[src/rtl/pc_unit.sv]
// Program-counter stage: selects the next instruction address each enabled step
// (sequential, jump, conditional branch, call, return) with halt/resume and a sticky fault state.
module pc_unit #(
  parameter int ADDR_WIDTH = 32,
  parameter int STACK_DEPTH = 8,
  parameter logic [ADDR_WIDTH-1:0] RESET_PC = '0
) (
  input  logic                          Clock,
  input  logic                          Reset,
  input  logic                          Enable,
  input  logic                          True,
  input  logic [2:0]                    PC_Op,
  input  logic [ADDR_WIDTH-1:0]         Target,
  input  logic                          Resume,
  output logic [ADDR_WIDTH-1:0]         PC,
  output logic                          Halted,
  output logic                          Fault,
  output logic                          Stack_Overflow,
  output logic                          Stack_Underflow,
  output logic [$clog2(STACK_DEPTH):0]  Depth,
  output logic                          Branch_Taken
);

  localparam int PTR_W   = $clog2(STACK_DEPTH);
  localparam int DEPTH_W = PTR_W + 1;

  localparam logic [2:0] OP_NEXT     = 3'd0;
  localparam logic [2:0] OP_JUMP     = 3'd1;
  localparam logic [2:0] OP_BR_TRUE  = 3'd2;
  localparam logic [2:0] OP_BR_FALSE = 3'd3;
  localparam logic [2:0] OP_CALL     = 3'd4;
  localparam logic [2:0] OP_RET      = 3'd5;
  localparam logic [2:0] OP_HALT     = 3'd6;

  localparam logic [ADDR_WIDTH-1:0] PC_ONE    = ADDR_WIDTH'(1);
  localparam logic [DEPTH_W-1:0]    DEPTH_ONE = DEPTH_W'(1);
  localparam logic [DEPTH_W-1:0]    DEPTH_MAX = DEPTH_W'(STACK_DEPTH);

  typedef enum logic [1:0] {
    RUN   = 2'd0,
    HALT  = 2'd1,
    FAULT = 2'd2
  } state_t;

  state_t                  state;
  logic [ADDR_WIDTH-1:0]   stack [STACK_DEPTH];
  logic [ADDR_WIDTH-1:0]   pc_inc;
  logic [DEPTH_W-1:0]      depth_dec;
  logic [PTR_W-1:0]        push_idx;
  logic [PTR_W-1:0]        top_idx;
  logic                    full;
  logic                    empty;
  logic                    do_push;

  always_comb begin
    pc_inc    = PC + PC_ONE;
    depth_dec = Depth - DEPTH_ONE;
    push_idx  = Depth[PTR_W-1:0];
    top_idx   = depth_dec[PTR_W-1:0];
    full      = (Depth == DEPTH_MAX);
    empty     = (Depth == '0);
    do_push   = (state == RUN) && Enable && (PC_Op == OP_CALL) && !full;
  end

  // Entries are never cleared; a write landing on a reset edge is harmless
  // because Depth returns to 0 and no entry is considered valid.
  always_ff @(posedge Clock) begin
    if (do_push) stack[push_idx] <= pc_inc;
  end

  always_ff @(posedge Clock or negedge Reset) begin
    if (!Reset) begin
      state           <= RUN;
      PC              <= RESET_PC;
      Depth           <= '0;
      Stack_Overflow  <= 1'b0;
      Stack_Underflow <= 1'b0;
      Branch_Taken    <= 1'b0;
    end else begin
      Branch_Taken <= 1'b0;
      case (state)
        RUN: begin
          if (Enable) begin
            case (PC_Op)
              OP_JUMP: begin
                PC           <= Target;
                Branch_Taken <= 1'b1;
              end
              OP_BR_TRUE: begin
                PC           <= True ? Target : pc_inc;
                Branch_Taken <= True;
              end
              OP_BR_FALSE: begin
                PC           <= True ? pc_inc : Target;
                Branch_Taken <= !True;
              end
              OP_CALL: begin
                if (!full) begin
                  PC           <= Target;
                  Depth        <= Depth + DEPTH_ONE;
                  Branch_Taken <= 1'b1;
                end else begin
                  Stack_Overflow <= 1'b1;
                  state          <= FAULT;
                end
              end
              OP_RET: begin
                if (!empty) begin
                  PC           <= stack[top_idx];
                  Depth        <= depth_dec;
                  Branch_Taken <= 1'b1;
                end else begin
                  Stack_Underflow <= 1'b1;
                  state           <= FAULT;
                end
              end
              OP_HALT: state <= HALT;
              default: PC <= pc_inc;
            endcase
          end
        end
        HALT: begin
          if (Resume) begin
            PC    <= pc_inc;
            state <= RUN;
          end
        end
        default: ; // FAULT: frozen until reset
      endcase
    end
  end

  assign Halted = (state == HALT);
  assign Fault  = (state == FAULT);

endmodule
[config.mk]
export PLATFORM = sky130hd
export DESIGN_NAME = pc_unit
export DESIGN_NICKNAME = d
export VERILOG_FILES = /design/src/rtl/pc_unit.sv
export SDC_FILE = /design/constraint.sdc
export NUM_CORES = 1
export LEC_CHECK = 0
export ABC_CLOCK_PERIOD_IN_PS = 10700
export BUFFER_PORTS_ARGS = -buffer_cell sky130_fd_sc_hd__buf_4
export CAP_MARGIN = 25
export CORE_UTILIZATION = 50
export CTS_BUF_LIST = sky130_fd_sc_hd__clkbuf_8
export DETAILED_ROUTE_END_ITERATION = 6
export HOLD_SLACK_MARGIN = 0.03
export PLACE_DENSITY = 0.67
export SLEW_MARGIN = 20
export SYNTH_ARGS = -nofsm -noshare
export SYNTH_HDL_FRONTEND = slang
export SYNTH_SLANG_ARGS = --single-unit
[constraint.sdc]
create_clock -name Clock -period 10.7 [get_ports Clock]
set_input_delay 1.605 -clock Clock [delete_from_list [all_inputs] [get_ports Clock]]
set_output_delay 1.605 -clock Clock [all_outputs]
set_load 0.1 [all_outputs]
==> results by group, run 1 <==
Critical path
  • Worst Setup SP: Enable
  • CP cell instances: buf_4 -> nor3b_2 -> nand2_1 -> a21oi_1 -> nand2_1 -> nor3_2 -> buf_4
  • Slowest cell on the critical path: buf_4
  • Worst-path fanout max: 29
  • Critical Path End Type: register
  • WP data required: 10.88 ns
  • Register-to-Register Setup Slack: 7.36 ns
  • Critical path class: input port to register
  • Crit start category: input port
  • Reg2reg end: PC[5]$_DFFE_PN0P_
  • Crit-path max cell delay: 0.51 ns
  • Worst Path Arrival: 3.56 ns
  • R2R cell count: 8
  • Reg2Reg Launch Point: Depth[0]$_DFFE_PN0P_

Pwr
  • Cell Int Power: 2.51 mW
  • Maximum vdd drop: 0.246 mV
  • Flop pwr share: 0.390
  • Psw: 1.69 mW
  • Pleak: 5.29 nW
  • Comb power frac: 0.386
  • Overall Power: 4.20 mW
  • Clock power share: 0.224
  • Sw Ratio: 0.402
  • Pwr dens: 279 nW/um2

Synth
  • Synth area leaders: edfxtp_1, mux4_2, dfrtp_1, nand2_1, xnor2_1
  • FFs w/ async S/R, synth: 0.138
  • Ys flop type: edfxtp_1
  • Synth area leader: edfxtp_1
  • Yosys reg bits: 297
  • Sequential element share of the synthesized area: 0.670
  • Net count after synthesis: 868
  • Most common library cells after synthesis: edfxtp_1, nand2_1, mux4_2, dfrtp_1, a21oi_1
  • Yosys warnings: 0
  • Yosys top cell area share: 0.591
  • Syn Inst Count: 823
  • Most frequent cell after synthesis: edfxtp_1
  • Syn avg cell area: 15.8 um2
  • Mapped Area: 13000 um2
  • Netlist cell types: 73
  • Post-synth EDFFs: 256

Clock network
  • Num CTS Buffers: 47
  • Hold_buf cts: 0
  • Number of setup buffers added after CTS: 0
  • CTS H-Tree Depth: 2
  • Max clock buf depth: 3
  • Sink Count: 297
  • CTS tree: done
  • Root buf cell: clkbuf_8
  • Post-CTS sizing: 0
  • Clock-pin transition on the worst setup and hold timing paths: 0.06 ns
  • Clock latency on the worst-skew pair: 0.57 ns

Global routing
  • GRT Residual Overflow: 0
  • Largest net degree at the start of global routing: 66
  • Initial antenna violation count: 0
  • Global-route wire length before repair: 46.9 mm
  • GRT Total Usage: 0.240
  • Vias in the first global route: 7850

Floorplan
  • Row Count: 58
  • Die Height: 163 um
  • Initial Utilization: 0.514
  • Core area: 25300 um2
  • # IOs: 81
  • Die X: 163 um
  • Die area: 26700 um2

Timing
  • RSZ-0062 raised after global routing: false
  • Fin. Hold Viols: 0
  • Final Cycle Share: 0.315
  • Fin Hold WS: 0.476 ns
  • FMAX: 296 MHz
  • Worst clock skew: 0.0239 ns
  • Final Slew Violations: 0
  • Tmin final: 3.37 ns
  • Final setup viols: 0
  • Worst-Margin Slew: 1.04 ns
  • Setup_tns: 0 ns
  • Slew HR: 0.304

Route
  • Via density: 5.99
  • Final wirelength: 30.6 mm
  • Wire length per cell: 23.7 um
  • Detailed-route via count: 7746
  • Routed Antenna Nets: 0
  • Drt pass-1 iters: 5
  • Drc violations: 0
  • Iteration-0 DRC Markers: 792

Min path
  • Hold Path End: Stack_Underflow$_DFFE_PN0P_
  • Worst hold path depth: 1
  • Hold WC Path Type: register to register
  • Beginning of the worst hold path: Stack_Underflow$_DFFE_PN0P_

Placement
  • Post-DP HPWL: 19.2 mm
  • GPL Wtd Cong: 0.882
  • IO Port Bufs: 80

Job
  • Max-cap violations: 0

Finish
  • Synth-to-layout area growth: 15.5%
  • # diodes: 0
  • Nets: 969
  • Share of cells above drive strength 1: 0.269

Run status
  • Result of the run: finished clean
-- worst max-delay path: cells and delay by family --
family	cells	cell delay, ns
AND/OR/NAND/NOR	4	1.14
AO/OA/AOI/OAI	1	0.21
buffers and inverters	2	0.59
-- layout make-up --
class,count,area (um2)
fillers,1949,10300
flip-flops and latches,297,8720
multi-input cells,470,4090
repair buffers,97,840
clock buffers,53,729
well taps,330,413
clock inverters,35,201
inverters,11,41.3
-- kinds of logic after synthesis --
group                      count (synthesis)  share of synthesized area
DFF                                      297                      0.670
and+or+nand+nor                          213                     0.0870
AOI/OAI and AO/OA                        135                     0.0668
muxes                                     79                      0.122
buffers and inverters                     56                     0.0225
xor gates and xnor gates                  38                     0.0267
adders and majority gates                  5                    0.00481
-- power by group through the flow --
| stage | Sequential (mW) | Clock [mW] | Combinational [mW] |
|---|---|---|---|
| floorplan | 1.97 | 0 | 0.872 |
| global placement | 1.66 | 0 | 1.60 |
| detailed placement | 1.66 | 0 | 1.62 |
| CTS | 1.64 | 0.956 | 1.63 |
| global route | 1.65 | 1.01 | 1.73 |
| finish | 1.64 | 0.941 | 1.62 |
-- how the worst max path moves through the flow --
| stage | end | slack, ns | depth (start not counted) |
|---|---|---|---|
| 2_1_floorplan | stack[0][0]$_DFFE_PP_ | 5.57 | 9 |
| 3_3_place_gp | stack[6][2]$_DFFE_PP_ | 6.64 | 6 |
| 3_5_place_dp | PC[8]$_DFFE_PN0P_ | 6.63 | 8 |
| 4_1_cts | PC[8]$_DFFE_PN0P_ | 7.20 | 8 |
| 5_1_grt | PC[5]$_DFFE_PN0P_ | 7.10 | 8 |
| 6_report | stack[0][27]$_DFFE_PP_ | 7.33 | 7 |
-- registers in the layout, summed over array words and instances, names as in the netlist --
signal and flops:
Branch_Taken 1, Depth 4, PC 32, Stack_Overflow 1
Stack_Underflow 1, stack 256, state 2
-- cell usage in the layout, fill, tap and decap left out, types with 6 or more instances in the layout --
master	count
nand2_1	84
a22oi_1	10
mux2i_1	15
nand3_1	19
a21oi_1	36
clkinv_1	6
clkinv_2	7
o21ai_0	35
nand4_1	12
a221oi_1	9
buf_4	89
xnor2_1	20
nor2_1	26
nor2_4	6
clkbuf_8	53
o21ai_1	8
dfrtp_1	40
edfxtp_1	256
and2_1	6
mux4_2	64
inv_1	29
xor2_1	14
nor3_1	11
-- metrics by stage --
step | cells | utilization | area [um2] | setup WS (ns)
global placement | 1197 | 0.550 | 13900 | 6.64
detailed placement | 1200 | 0.553 | 14000 | 6.63
CTS | 1288 | 0.590 | 14900 | 7.20
floorplan | 823 | - | 13000 | 5.57
finish | 1293 | 0.593 | 15000 | 7.33
global route | 1293 | 0.593 | 15000 | 7.10
-- metal layers --
| metal | share of wire | vias up | GRT usage |
|---|---|---|---|
| met5 | 0 | - | 0 |
| met4 | 0.024 | 0 | 0.0731 |
| met3 | 0.067 | 55 | 0.0432 |
| met2 | 0.48 | 282 | 0.384 |
| met1 | 0.43 | 3969 | 0.338 |
| li1 | - | 3440 | - |
Power figures use the tool's default switching activity.
==> run 2: changes to the inputs <==
--- a/config.mk
+++ b/config.mk
@@ -5,14 +5,15 @@
 export SDC_FILE = /design/constraint.sdc
 export NUM_CORES = 1
 export LEC_CHECK = 0
-export ABC_CLOCK_PERIOD_IN_PS = 10700
+export ABC_AREA = 1
+export ABC_CLOCK_PERIOD_IN_PS = 3300
 export BUFFER_PORTS_ARGS = -buffer_cell sky130_fd_sc_hd__buf_4
 export CAP_MARGIN = 25
 export CORE_UTILIZATION = 50
 export CTS_BUF_LIST = sky130_fd_sc_hd__clkbuf_8
 export DETAILED_ROUTE_END_ITERATION = 6
 export HOLD_SLACK_MARGIN = 0.03
-export PLACE_DENSITY = 0.67
+export PLACE_DENSITY = 0.66
 export SLEW_MARGIN = 20
 export SYNTH_ARGS = -nofsm -noshare
 export SYNTH_HDL_FRONTEND = slang
==> constraint.sdc (replaced) <==
create_clock -name Clock -period 3.3 [get_ports Clock]
set_input_delay 0.495 -clock Clock [delete_from_list [all_inputs] [get_ports Clock]]
set_output_delay 0.495 -clock Clock [all_outputs]
set_load 0.1 [all_outputs]
==> run 2 against run 1 <==
Effect of this change: routed wire length grew 18%; worst hold slack lost 0.17 ns; sequential power grew to 2.5 times the previous value; synthesized area grew 7.1%; non-clock buffer count grew 9; via count grew 38%; synthesized cell count grew 83%; register-to-register slack lost 6.7 ns; largest cell class unchanged; power grew 81%; die area grew 7.0%.
==> results by group, run 2 <==
Run status
  • Result of the run: finished clean

Route
  • Final wirelength: 36.1 mm (+18%)
  • Drc violations: 0 (unchanged)
  • Wire length per cell: 17.9 um (-24%)
  • Drt pass-1 iters: 5 (unchanged)
  • Routed Antenna Nets: 0 (unchanged)
  • Detailed-route via count: 10700 (+38%)
  • Via density: 5.30 (-12%)
  • Iteration-0 DRC Markers: 1055 (+33%)

Synth
  • Syn Inst Count: 1509 (+83%)
  • Sequential element share of the synthesized area: 0.625 (-0.0446)
  • Synth area leaders: edfxtp_1, nand2_1, dfrtp_1, nor2_1, o21ai_0
  • Ys flop type: edfxtp_1
  • FFs w/ async S/R, synth: 0.138 (unchanged)
  • Yosys warnings: 0 (unchanged)
  • Mapped Area: 13900 um2 (+7.1%)
  • Synth area leader: edfxtp_1
  • Yosys top cell area share: 0.552 (-0.0393)
  • Post-synth EDFFs: 256 (unchanged)
  • Net count after synthesis: 1554 (+79%)
  • Yosys reg bits: 297 (unchanged)
  • Syn avg cell area: 9.24 um2 (-42%)
  • Most frequent cell after synthesis: nand2_1
  • Netlist cell types: 35 (-52%)
  • Most common library cells after synthesis: nand2_1, edfxtp_1, nor2_1, o21ai_0, nand3_1

Critical path
  • Worst-path fanout max: 22 (-24%)
  • Register-to-Register Setup Slack: 0.67 ns (-6.69 ns)
  • Crit-path max cell delay: 0.49 ns (-0.02 ns)
  • Cell depth of the worst setup path: 8 (+1)
  • Delay-heaviest family, CP: simple AND/OR/NAND/NOR gates
  • WP data required: 3.51 ns (-7.37 ns)
  • WP buf/inv: 2 (unchanged)
  • Crit start category: register
  • Reg2reg end: stack[5][12]$_DFFE_PP_
  • Critical path class: register to register
  • Worst Path Arrival: 2.84 ns (-0.72 ns)
  • Slowest cell on the critical path: dfrtp_2
  • Worst Setup SP: Depth[1]$_DFFE_PN0P_
  • CP cell instances: inv_1 -> ha_2 -> nand3_1 -> nand2_1 -> nor2_1 -> nand2_1 -> nor3_4 -> buf_4
  • R2R cell count: 8 (unchanged)
  • Setup crit end: stack[5][12]$_DFFE_PP_
  • Critical Path End Type: register
  • Critical Path Most Common Cell: nand2_1
  • Reg2Reg Launch Point: Depth[1]$_DFFE_PN0P_

Clock network
  • Num CTS Buffers: 47 (unchanged)
  • Clock latency on the worst-skew pair: 0.56 ns (about the same)
  • Sink Count: 297 (unchanged)
  • Number of setup buffers added after CTS: 0 (unchanged)
  • Clock-pin transition on the worst setup and hold timing paths: 0.06 ns (about the same)
  • CTS H-Tree Depth: 2 (unchanged)
  • CTS tree: done
  • Root buf cell: clkbuf_8
  • Max clock buf depth: 3 (unchanged)

Finish
  • Share of cells above drive strength 1: 0.121 (-0.147)
  • Most common cell after layout, fill and taps aside: nand2_1
  • Max FFs per register: 256 (unchanged)
  • FF/Latch Area: 8720 um2 (about the same)
  • Largest registers: stack: 256 flops, PC: 32 flops, Depth: 4 flops
  • Layout Cells excl Fill: 2010 (+55%)
  • Synth-to-layout area growth: 14.4%
  • Most frequent cells in the layout: nand2_1, edfxtp_1, nor2_1, inv_1, o21ai_0
  • Reg with most FFs: stack
  • Finished Cell Area: 15900 um2 (+6.1%)
  • Nets: 1644 (+70%)
  • # diodes: 0 (unchanged)
  • # fillers: 2397 (+23%)
  • Multi-input gate area: 4610 um2 (+13%)

Timing
  • Worst clock skew: 0.0257 ns (+0.00185 ns)
  • Final Slew Violations: 0 (unchanged)
  • Slew HR: 0.435 (+0.131)
  • RSZ-0062 raised after global routing: false
  • Worst-Margin Slew: 0.847 ns (-0.194 ns)
  • Final setup viols: 0 (unchanged)
  • Fin. Hold Viols: 0 (unchanged)
  • Tmin final: 2.63 ns
  • Final Cycle Share: 0.796
  • FMAX: 381 MHz
  • Final worst slack: 0.673 ns (-6.65 ns)
  • Setup_tns: 0 ns (unchanged)

Job
  • Max-cap violations: 0 (unchanged)

Placement
  • Post-DP HPWL: 21.3 mm (+11%)
  • DP Area: 15000 um2 (+7.2%)
  • Post-place setup slack: 0.597 ns (-6.04 ns)
  • IO Port Bufs: 80 (unchanged)
  • Placed cell count: 1920 (+60%)
  • GPL Wtd Cong: 0.990 (+12%)

Pwr
  • Maximum vdd drop: 0.238 mV (-3.4%)
  • Pwr dens: 476 nW/um2 (+71%)
  • Pleak: 6.54 nW (+24%)

Floorplan
  • Die Height: 169 um (+3.5%)
  • Die area: 28500 um2 (+7.0%)
  • # IOs: 81 (unchanged)
  • Initial Utilization: 0.513 (-0.000836)
  • Die X: 169 um (+3.5%)
  • Core area: 27200 um2 (+7.3%)
  • Row Count: 60 (+3.4%)

Global routing
  • Vias in the first global route: 10200 (+30%)
  • Largest net degree at the start of global routing: 92 (+39%)
  • Global-route wire length before repair: 56.1 mm (+20%)
  • GR met3 Demand/Resource: 0.0379 (-0.00529)
  • Initial antenna violation count: 0 (unchanged)
  • Met2 track demand over resource: 0.424 (+0.0405)
  • Layer with the highest usage: met2
  • Met1 usage: 0.358 (+0.0203)
  • GRT Total Usage: 0.259 (+0.0190)
  • GRT Residual Overflow: 0 (unchanged)

Min path
  • Worst hold path depth: 5 (+4)
  • Hold WC Path Type: input port to register
## run 2: cell types whose count changed after synthesis, sizes merged, moves of 17 or more
cell   previous run  this run
nand2            85       537
nor2             33       210
inv              11        96
nand3            24       104
mux4             64         0
o21ai            43       106
xnor2            22         5
## run 2: how the worst min path moves through the flow
stage	from	end
2_1_floorplan	Reset	Branch_Taken$_DFF_PN0_
3_3_place_gp	Stack_Underflow$_DFFE_PN0P_	Stack_Underflow$_DFFE_PN0P_
3_5_place_dp	Stack_Underflow$_DFFE_PN0P_	Stack_Underflow$_DFFE_PN0P_
4_1_cts	Target[10]	PC[10]$_DFFE_PN0P_
5_1_grt	Target[10]	PC[10]$_DFFE_PN0P_
6_report	Target[10]	PC[10]$_DFFE_PN0P_
## run 2: tightest hold or removal path, delay by kind of cell
family,cells,cell delay [ns]
and+or+nand+nor,3,0.15
buffers and inverters,1,0.11
AOI/OAI and AO/OA,1,0.05
## run 2: layout make-up
type / instances / area share
multi-input cells: 1050 / 0.289
repair buffers: 106 / 0.0556
inverters: 97 / 0.0229
clock inverters: 36 / 0.0110
well taps: 372 / 0.0292
flip-flops and latches: 297 / 0.547
clock buffers: 52 / 0.0449
## run 2: per-stage QoR
step                power [mW]  hold WS [ns]   util
floorplan                 4.57         0.199      -
global placement          4.75         0.466  0.553
detailed placement        4.75         0.463  0.553
CTS                       7.63         0.280  0.586
global route              7.83         0.309  0.586
finish                    7.59         0.303  0.586
## run 2: per-layer routing
layer  share of wire  vias up
met5               0        -
met4           0.024        0
met3           0.071       65
met2            0.47      392
met1            0.43     5054
li1                -     5144
## run 2: logic make-up (layout without fill, tap and decap cells)
kind of cell	Yosys count	after routing	share of synthesized area
DFF	297	297	0.625
adders and majority gates	5	5	0.00449
and+or+nand+nor	884	884	0.256
buffers and inverters	162	291	0.0505
AOI/OAI and AO/OA	149	149	0.0560
xor gates and xnor gates	12	12	0.00754
## run 2: timing repair
action | CTS | global route
hold buffers | 1 | 0
resized for setup | 0 | 0
hold endpoints to repair | 41 | 0
endpoints found under the setup margin | 0 | 0
## run 2: power breakdown
part	total (mW)	switching (mW)	internal (mW)	leakage (nW)
registers	4.15	0.0435	4.10	2.77
clock network	2.91	1.39	1.52	0.541
logic	0.532	0.397	0.135	3.23
==> run 3: changes to the inputs <==
--- a/config.mk
+++ b/config.mk
@@ -6,14 +6,14 @@
 export NUM_CORES = 1
 export LEC_CHECK = 0
 export ABC_AREA = 1
-export ABC_CLOCK_PERIOD_IN_PS = 3300
+export ABC_CLOCK_PERIOD_IN_PS = 2300
 export BUFFER_PORTS_ARGS = -buffer_cell sky130_fd_sc_hd__buf_4
 export CAP_MARGIN = 25
 export CORE_UTILIZATION = 50
 export CTS_BUF_LIST = sky130_fd_sc_hd__clkbuf_8
 export DETAILED_ROUTE_END_ITERATION = 6
 export HOLD_SLACK_MARGIN = 0.03
-export PLACE_DENSITY = 0.66
+export PLACE_DENSITY = 0.69
 export SLEW_MARGIN = 20
 export SYNTH_ARGS = -nofsm -noshare
 export SYNTH_HDL_FRONTEND = slang
==> constraint.sdc (replaced) <==
create_clock -name Clock -period 2.3 [get_ports Clock]
set_input_delay 0.345 -clock Clock [delete_from_list [all_inputs] [get_ports Clock]]
set_output_delay 0.345 -clock Clock [all_outputs]
set_load 0.1 [all_outputs]
==> run 3 against run 2 <==
Effect of this change: register-to-register slack got worse by 0.51 ns; utilization up 1.8 points; combinational power increased by 51%; worst hold slack worse by 0.13 ns; via count grew 1.3%; critical endpoint is now Depth[0]; cell count up 1.6%; first-iteration DRC count down 0.19%; critical path type is now register to output port; clock power rose by 52%; clock skew rose by 0.0079 ns; power grew 47%; largest power group unchanged.
==> results by group, run 3 (synthesis gave the netlist of run 2 again) <==
Run status
  • Result of the run: finished clean

Floorplan
  • Initial Utilization: 0.513 (unchanged)
  • # IOs: 81 (unchanged)
  • Die Height: 169 um (unchanged)
  • Die X: 169 um (unchanged)
  • Core area: 27200 um2 (unchanged)
  • Die area: 28500 um2 (unchanged)
  • Row Count: 60 (unchanged)

Clock network
  • Root buf cell: clkbuf_8
  • Num CTS Buffers: 47 (unchanged)
  • Max clock buf depth: 3 (unchanged)
  • CTS H-Tree Depth: 2 (unchanged)
  • Sink Count: 297 (unchanged)
  • Clock latency on the worst-skew pair: 0.57 ns (about the same)
  • CTS tree: done
  • Clock-pin transition on the worst setup and hold timing paths: 0.06 ns (about the same)

Timing
  • Fin Hold WS: 0.176 ns (-0.127 ns)
  • FMAX: 449 MHz
  • RSZ-0062 raised after global routing: false
  • Final Slew Violations: 0 (unchanged)
  • Setup_tns: 0 ns (unchanged)
  • Worst-Margin Slew: 0.779 ns (-0.0684 ns)
  • Fin. Hold Viols: 0 (unchanged)
  • Tmin final: 2.23 ns
  • Final setup viols: 0 (unchanged)
  • Slew HR: 0.479 (+0.0438)
  • Final Cycle Share: 0.969
  • Worst clock skew: 0.0336 ns (+0.00786 ns)

Critical path
  • Worst Path Arrival: 1.88 ns (-0.96 ns)
  • WP data required: 1.96 ns (-1.55 ns)
  • WP buf/inv: 2 (unchanged)
  • Slowest cell on the critical path: dfrtp_4
  • Delay-heaviest family, CP: buffers and inverters
  • Worst-path fanout max: 134 (+510%)
  • Crit-path max cell delay: 0.45 ns (-0.04 ns)
  • Crit start category: register
  • CP cell instances: buf_16 -> buf_4
  • Critical Path End Type: output port
  • Critical path class: register to output port

Global routing
  • Largest net degree at the start of global routing: 135 (+47%)
  • Global-route wire length before repair: 56.7 mm (+1.0%)
  • GRT Residual Overflow: 0 (unchanged)
  • GRT Total Usage: 0.261 (+0.00223)
  • Vias in the first global route: 10200 (+0.18%)
  • Initial antenna violation count: 0 (unchanged)

Route
  • Drc violations: 0 (unchanged)
  • Routed Antenna Nets: 0 (unchanged)
  • Final wirelength: 36.6 mm (+1.3%)
  • Drt pass-1 iters: 7 (+2)
  • Iteration-0 DRC Markers: 1053 (-0.19%)
  • Wire length per cell: 17.9 um (-0.31%)
  • Via density: 5.29 (-0.29%)
  • Detailed-route via count: 10800 (+1.3%)

Pwr
  • Pleak: 6.76 nW (+3.2%)
  • Cell Int Power: 8.46 mW (+47%)
  • Pwr dens: 680 nW/um2 (+43%)
  • Psw: 2.71 mW (+48%)
  • Sw Ratio: 0.242 (+0.00122)
  • Flop pwr share: 0.532 (-0.014)
  • Comb power frac: 0.072 (+0.002)
  • Clock power share: 0.396 (+0.012)
  • Maximum vdd drop: 0.365 mV (+54%)

Finish
  • Final Util: 0.605 (+0.0181)
  • Layout Cells excl Fill: 2043 (+1.6%)
  • Most frequent cells in the layout: nand2_1, edfxtp_1, nor2_1, buf_4, o21ai_0
  • Largest registers: stack: 256 flops, PC: 32 flops, Depth: 4 flops
  • Nets: 1677 (+2.0%)
  • # diodes: 0 (unchanged)
  • FF/Latch Area: 8730 um2 (+0.13%)
  • Reg with most FFs: stack
  • Finished Cell Area: 16400 um2 (+3.1%)
  • Multi-input gate area: 4660 um2 (+1.1%)
  • Most common cell after layout, fill and taps aside: nand2_1
  • Synth-to-layout area growth: 17.9%
  • # fillers: 2332 (-2.7%)
  • Max FFs per register: 256 (unchanged)
  • Share of cells above drive strength 1: 0.151 (+0.0299)

Placement
  • Placed cell count: 1954 (+1.8%)
  • GPL Wtd Cong: 0.982 (-0.81%)
  • Post-DP HPWL: 22.1 mm (+3.8%)
  • DP Area: 15500 um2 (+3.0%)
  • IO Port Bufs: 80 (unchanged)

Job
  • Max-cap violations: 0 (unchanged)

Min path
  • Hold WC Path Type: input port to register
[run 3: changes by cell type in the layout (fill, tap and decap cells not counted), sizes merged]
cell / delta
clkinvlp: -2
clkbuf: +8
inv: -13
bufinv: -1
buf: +33
clkinv: +8
[run 3: cell type report]
type | instances | area share
repair buffers | 139 | 0.0763
clock inverters | 28 | 0.00762
inverters | 97 | 0.0224
flip-flops and latches | 297 | 0.531
well taps | 372 | 0.0283
multi-input cells | 1050 | 0.284
clock buffers | 60 | 0.0503
[run 3: power groups by stage]
stage | Sequential [mW] | Clock, mW | Combinational [mW]
2_1_floorplan | 6.25 | 0 | 0.306
3_3_place_gp | 6.05 | 0 | 0.790
3_5_place_dp | 6.05 | 0 | 0.801
4_1_cts | 5.94 | 4.49 | 0.805
5_1_grt | 5.94 | 4.70 | 0.864
6_report | 5.94 | 4.42 | 0.804
[run 3: path summary, 6_finish.rpt]
kind                                              from  cells after the start                     endpoint  slack, ns
max reg2reg                          PC[0]$_DFFE_PN0P_                      6       stack[6][25]$_DFFE_PP_       0.16
min in group asynchronous                        Reset                      2       Branch_Taken$_DFF_PN0_       0.35
max                               Depth[0]$_DFFE_PN0P_                      2                     Depth[0]       0.07
min reg2reg                Stack_Underflow$_DFFE_PN0P_                      1  Stack_Underflow$_DFFE_PN0P_       0.47
min                                           PC_Op[2]                      4       Branch_Taken$_DFF_PN0_       0.18
max in group asynchronous                        Reset                      2         Depth[0]$_DFFE_PN0P_       1.45
[run 3: tightest hold or removal path, delay by kind of cell]
family | cells | cell delay, ns
simple gates | 2 | 0.11
buf+inv | 1 | 0.12
compound gates | 1 | 0.11
[run 3: layer usage]
| layer | global-route usage | vias to the layer above | wire [um] |
|---|---|---|---|
| li1 | - | 5218 | - |
| met1 | 0.357 | 5111 | 15700 |
| met2 | 0.431 | 401 | 17500 |
| met3 | 0.0416 | 68 | 2510 |
| met4 | 0.0798 | 0 | 863 |
| met5 | 0 | - | 0 |
[run 3: stage by stage]
stage / power (mW) / setup WS (ns)
final: 11.2 / 0.0708
after global placement: 6.84 / 0.222
after global routing: 11.5 / 0.000711
after floorplan: 6.56 / -0.666
after CTS: 11.2 / 0.0257
after detailed placement: 6.85 / 0.191
[run 3: repair_timing]
item,in CTS,in global routing
hold buffers,1,0
hold endpoints to repair,41,0
setup endpoints to repair,0,1
buffers inserted,0,0
gates resized for setup,0,1
